File: config.mk
export PLATFORM = sky130hd
export DESIGN_NAME = pbkdf2_host
export DESIGN_NICKNAME = d
export VERILOG_FILES = /design/src/rtl/pbkdf2_host.sv
export SDC_FILE = /design/constraint.sdc
export NUM_CORES = 2
export LEC_CHECK = 0
export ABC_CLOCK_PERIOD_IN_PS = 1800
export CORE_AREA = 2 2 538 540
export DETAILED_ROUTE_END_ITERATION = 10
export DIE_AREA = 0 0 540 542
export MAX_ROUTING_LAYER = met4
export PLACE_DENSITY = 0.38
export SLEW_MARGIN = 0
export SYNTH_ARGS = -nofsm -noshare
export SYNTH_HDL_FRONTEND = slang
export SYNTH_SLANG_ARGS = --single-unit
File: constraint.sdc
create_clock -name clk_i -period 1.8 [get_ports clk_i]
set_input_delay 0.36 -clock clk_i [delete_from_list [all_inputs] [get_ports clk_i]]
set_output_delay 0.36 -clock clk_i [all_outputs]
set_load 0.02 [all_outputs]
File: src/rtl/pbkdf2_host.sv
// pbkdf2_host: collects a PBKDF2 job from 32-bit config words, issues it to the core and streams the derived key out.
// Define PBKDF2_HOST_CYCLE_CNT_EN to append the core latency in cycles as a ninth result word.
module pbkdf2_host (
    input  logic         clk_i,
    input  logic         rst_i,
    input  logic         cfg_v_i,
    output logic         cfg_r_o,
    input  logic [1:0]   cfg_sel_i,
    input  logic [31:0]  cfg_data_i,
    output logic         core_in_valid_o,
    input  logic         core_in_ready_i,
    output logic [31:0]  core_iters_o,
    output logic [511:0] core_pass_o,
    output logic [511:0] core_salt_o,
    output logic [5:0]   core_salt_len_o,
    input  logic         core_out_valid_i,
    output logic         core_out_ready_o,
    input  logic [255:0] core_hash_i,
    output logic         res_v_o,
    input  logic         res_r_i,
    output logic [31:0]  res_data_o,
    output logic         res_last_o,
    output logic         busy_o,
    output logic         err_o
);
`ifdef PBKDF2_HOST_CYCLE_CNT_EN
    localparam int KW = 4;
    localparam logic [KW-1:0] LAST = 4'd8;
`else
    localparam int KW = 3;
    localparam logic [KW-1:0] LAST = 3'd7;
`endif
    typedef enum logic [1:0] {LOAD, ISSUE, WAIT, SEND} state_t;
    state_t        r_state;
    logic [511:0]  r_pass;
    logic [511:0]  r_salt;
    logic [31:0]   r_iters;
    logic [5:0]    r_salt_len;
    logic [255:0]  r_hash;
    logic [KW-1:0] r_k;
    logic          r_err;
    logic [31:0]   w_words [8];
    for (genvar g = 0; g < 8; g++) begin : g_word
        assign w_words[g] = r_hash[255-32*g -: 32];
    end
    // Handshake outputs are masked while rst_i is high so an abandoned job cannot complete a transfer.
    assign cfg_r_o          = rst_i || r_state == LOAD;
    assign core_in_valid_o  = !rst_i && r_state == ISSUE;
    assign core_out_ready_o = !rst_i && r_state == WAIT;
    assign res_v_o          = !rst_i && r_state == SEND;
    assign res_last_o       = res_v_o && r_k == LAST;
    assign busy_o           = !rst_i && r_state != LOAD;
    assign err_o            = !rst_i && r_err;
    assign core_iters_o     = r_iters;
    assign core_pass_o      = r_pass;
    assign core_salt_o      = r_salt;
    assign core_salt_len_o  = r_salt_len;
`ifdef PBKDF2_HOST_CYCLE_CNT_EN
    logic [31:0] r_cnt;
    assign res_data_o = r_k[3] ? r_cnt : w_words[r_k[2:0]];
    always_ff @(posedge clk_i) begin
        if (rst_i || (core_in_valid_o && core_in_ready_i))
            r_cnt <= '0;
        else if (r_state == WAIT && r_cnt != '1)
            r_cnt <= r_cnt + 32'd1;
    end
`else
    assign res_data_o = w_words[r_k];
`endif
    always_ff @(posedge clk_i) begin
        if (rst_i) begin
            r_state    <= LOAD;
            r_pass     <= '0;
            r_salt     <= '0;
            r_iters    <= '0;
            r_salt_len <= '0;
            r_hash     <= '0;
            r_k        <= '0;
            r_err      <= 1'b0;
        end else begin
            r_err <= 1'b0;
            case (r_state)
                LOAD: if (cfg_v_i) begin
                    if (cfg_sel_i == 2'd0) r_pass <= {r_pass[479:0], cfg_data_i};
                    if (cfg_sel_i == 2'd1) r_salt <= {r_salt[479:0], cfg_data_i};
                    if (cfg_sel_i == 2'd2) r_iters <= cfg_data_i;
                    if (cfg_sel_i == 2'd3) begin
                        r_salt_len <= cfg_data_i[5:0];
                        r_err      <= r_iters == '0;
                        r_state    <= r_iters == '0 ? LOAD : ISSUE;
                    end
                end
                ISSUE: if (core_in_ready_i) r_state <= WAIT;
                WAIT: if (core_out_valid_i) begin
                    r_hash  <= core_hash_i;
                    r_state <= SEND;
                end
                SEND: if (res_r_i) begin
                    r_k     <= r_k == LAST ? '0 : r_k + 1'b1;
                    r_state <= r_k == LAST ? LOAD : SEND;
                end
            endcase
        end
    end
endmodule

==> summary.txt <==
Global routing
  – Global-route usage over all layers: roughly a fifth
  – Met1 Use GR: a little under a quarter
  – Total gr overflow: 0
  – Met3 global-route usage: under 10%
  – GR Util met2: 33.14%
  – Layer with the highest usage: met2
  – Global-route wire length before repair: 400200 um
  – Initial antenna violation count: a little over 60
  – Vias in the first global route: 46760
  – Pin count of the biggest net entering global routing: approximately 140

Drt
  – # DRC: 0
  – Wire per inst: 26.17 um
  – Routed via count: about 48000
  – Post-route ant nets: 0
  – First-pass detailed-route iteration total: 5
  – DR iter-0 viols: around 3400
  – Vias/cell: between 4 and 5
  – Final wirelength: 304500 um

Clock network
  – CTS tree: yes
  – H-tree depth: 4
  – CTS Buf Count: 172
  – CTS max path bufs: 4
  – Clk slew on worst S/H paths: roughly 60 ps
  – Clock Latency Late Sink: around 870 ps
  – CTS Root Cell: clkbuf_16
  – CTS Sinks: around 1300

Power and ir drop
  – Sw frac: roughly a quarter
  – Clock network fraction of design power: 49.6%
  – Internal Power: around 50 mW
  – Sw power: between 15 and 20 mW
  – Leak: 29.23 nW
  – Peak VDD IR: roughly 670 uV
  – PwrDens: just under 900 nW/um^2
  – Sequential share of power: a little over two fifths
  – Combinational share of power: about 7.2%

Worst setup path
  – Capturing point of the worst reg2reg path: core_salt_o[450]
  – Setup crit end kind: output pin
  – Arr. time, crit path: roughly 2700 ps
  – Startpoint types: flop
  – Highest net fanout along the worst path: 8
  – Crit path launch: r_k[0]
  – Critical path endpoint: res_data_o[26]
  – CP Class: flop to output pin
  – Reg2reg start: r_state[0]
  – Worst EP required: between 1000 and 1500 ps
  – Path depth of the worst reg2reg path: 11
  – R2R Setup Slk: -360 ps

Logic synthesis
  – Cell variety after synth: 35
  – Synth top cells by count: nand2_1, dfxtp_1, a21oi_1
  – Synthesis-stage register bit count: 1324
  – Synthesized Nets: approximately 6200
  – Post-synth ARST share: 0%
  – Most frequent cell after synthesis: nand2_1
  – Number of flops mapped to enable cells by yosys: 0
  – Synth area leaders: dfxtp_1, nand2_1, a21oi_1, mux4_2, buf_2
  – Synth top area share: between 50% and 60%
  – Syn Area/Cell: between 8 and 9 um^2
  – Biggest area consumer among synthesized cells: dfxtp_1
  – Syn Inst Count: ~5900
  – Ys Warns: 0
  – Cell Area, Synth: roughly 47000 um^2
  – Ys flop type: dfxtp_1
  – Sequential area share after synthesis: 56.06%

Final layout
  – Fillcell total: around 31000
  – FF+latch area: around 28000 um^2
  – Share of cells above drive strength 1: between 30% and 40%
  – Multi-input logic area: roughly 19000 um^2
  – Layout area overhead: 65.37%
  – Final instance area: about 78000 um^2
  – Fin nets: 7992
  – Post-layout util: 27.25%

STA
  – Hold slack: ~54 ps
  – Final hold violations: 0
  – Setup slack after layout: -1264 ps
  – Slew @ Worst Pin: between 1000 and 1500 ps
  – RSZ-0062 raised after global routing: yes
  – Final period demand of the worst path: a little over 3000 ps
  – Setup Skew: about 91 ps
  – Slew HR: 32.48%
  – Slew Limit Fails: 0
  – Setup violations, final: ~1300
  – Max Freq: 0.3264 GHz
  – Final period utilization: 170.2%

Die
  – Core area: ~290000 um^2
  – Die width: ~540 um
  – Rows: 197
  – Initial core utilization: between 10% and 20%
  – Die Area: between 200000 and 300000 um^2
  – Die H: 542 um
  – I/O pins: between 1000 and 1500

Min path
  – Worst hold stages: 3
  – Hold crit path type: primary input to flop
  – Hold Startpoint: rst_i

Place
  – PortBufs: 1396
  – Hpwl dp: between 200000 and 250000 um
  – Post-Place Setup Slack: -575.6 ps
  – Gp weighted congestion: slightly above 0.9
  – Placed Area: 69020 um^2

Status
  – Outcome: finished with violations
  – Failing checks: setup timing

Job
  – Max Cap Violations: 0
power by group through the flow:
stage	clock, mW	combinational (mW)	sequential (mW)
floorplan	0	1.63	30.4
global placement	0	4.32	30.3
detailed placement	0	4.32	30.3
CTS	34.8	4.52	29.5
global route	35.9	5.19	29.5
finish	33.8	4.89	29.5
worst max-delay path, cell delays in order, from the launching register on:
cell and delay, ps:
dfxtp_4 420, buf_6 140, buf_12 130, mux4_2 630
mux2_4 370, buf_6 150
per-stage QoR:
stage	setup TNS (ps)	total power, mW	cells
after floorplan	-22.14	32.02	5879
after global placement	-309880	34.66	11060
after detailed placement	-346820	34.66	11060
after CTS	-266380	68.81	11540
after global routing	-409590	70.58	11630
final	-279520	68.17	11630
metal layers:
metal	part of all wire [%]	routed length, um
met1	40	123300
met2	48	146200
met3	8.2	25010
met4	3.3	10020
met5	0	0
layout make-up:
class                      count  share of cell area [%]
antenna                       35                  0.1120
clock buffer                 253                   6.393
clock inverter                44                  0.5265
inverter                       2                0.009601
multi-input combinational   4093                   24.80
sequential                  1324                   35.41
tap                         3781                   6.050
timing repair buffer        2101                   26.70
cell usage in the layout, fill, tap and decap left out, types with 3 or more instances in the layout:
master	count
clkbuf_2	70
buf_8	18
dlygate4sd3_1	56
clkinv_2	28
dfxtp_4	162
clkbuf_16	204
dlymetal6s2s_1	10
bufinv_16	4
clkdlybuf4s50_1	294
nand3_1	3
nor2_1	10
nor4_1	9
clkinv_4	3
buf_2	118
diode_2	35
buf_12	139
clkbuf_1	42
buf_16	18
buf_4	851
nand2_2	35
nand2_1	2584
mux4_2	64
a21oi_1	1201
dfxtp_2	456
mux2_4	32
clkbuf_8	39
dfxtp_1	706
a21oi_2	113
nand2_4	6
nor2_4	3
inv_6	4
buf_6	494
mux2i_1	7
flip-flops by register name, indices dropped and copies added, names as in the netlist:
name and count:
core_salt_o 512, core_pass_o 512, r_err 1, r_state 2
r_k 3, core_salt_len_o 6, core_iters_o 32, r_hash 256
logic make-up (layout without fill, tap and decap cells):
family                     count (synthesis)  in the layout  synth area share [%]
AOI/OAI and AO/OA                       1318           1318                 13.97
adders and majority gates                  2              2               0.05292
buffers and inverters                    462           2400                 4.522
DFF                                     1324           1324                 56.06
muxes                                    103            103                 3.959
other                                      0             35                     0
and+or+nand+nor                         2670           2670                 21.44
timing repair:
| item | in CTS | in global routing |
|---|---|---|
| gates resized for setup | 6159 | 374 |
| setup endpoints to repair | 2149 | 1466 |
| hold buffers | 56 | 0 |
| hold endpoints to repair | 74 | 0 |
| gates cloned | 4 | 36 |
| pin swaps | 5 | 15 |
| setup buffers | 120 | 27 |
how the worst min path moves through the flow:
stage                             to  slack [ps]
floorplan                r_hash[160]         430
CTS                      r_hash[164]         0.2
global route             r_hash[222]          30
global placement         r_hash[134]         440
finish                   r_hash[192]          50
detailed placement  core_salt_o[481]         450
No activity file was read; power rests on OpenSTA's default activity.
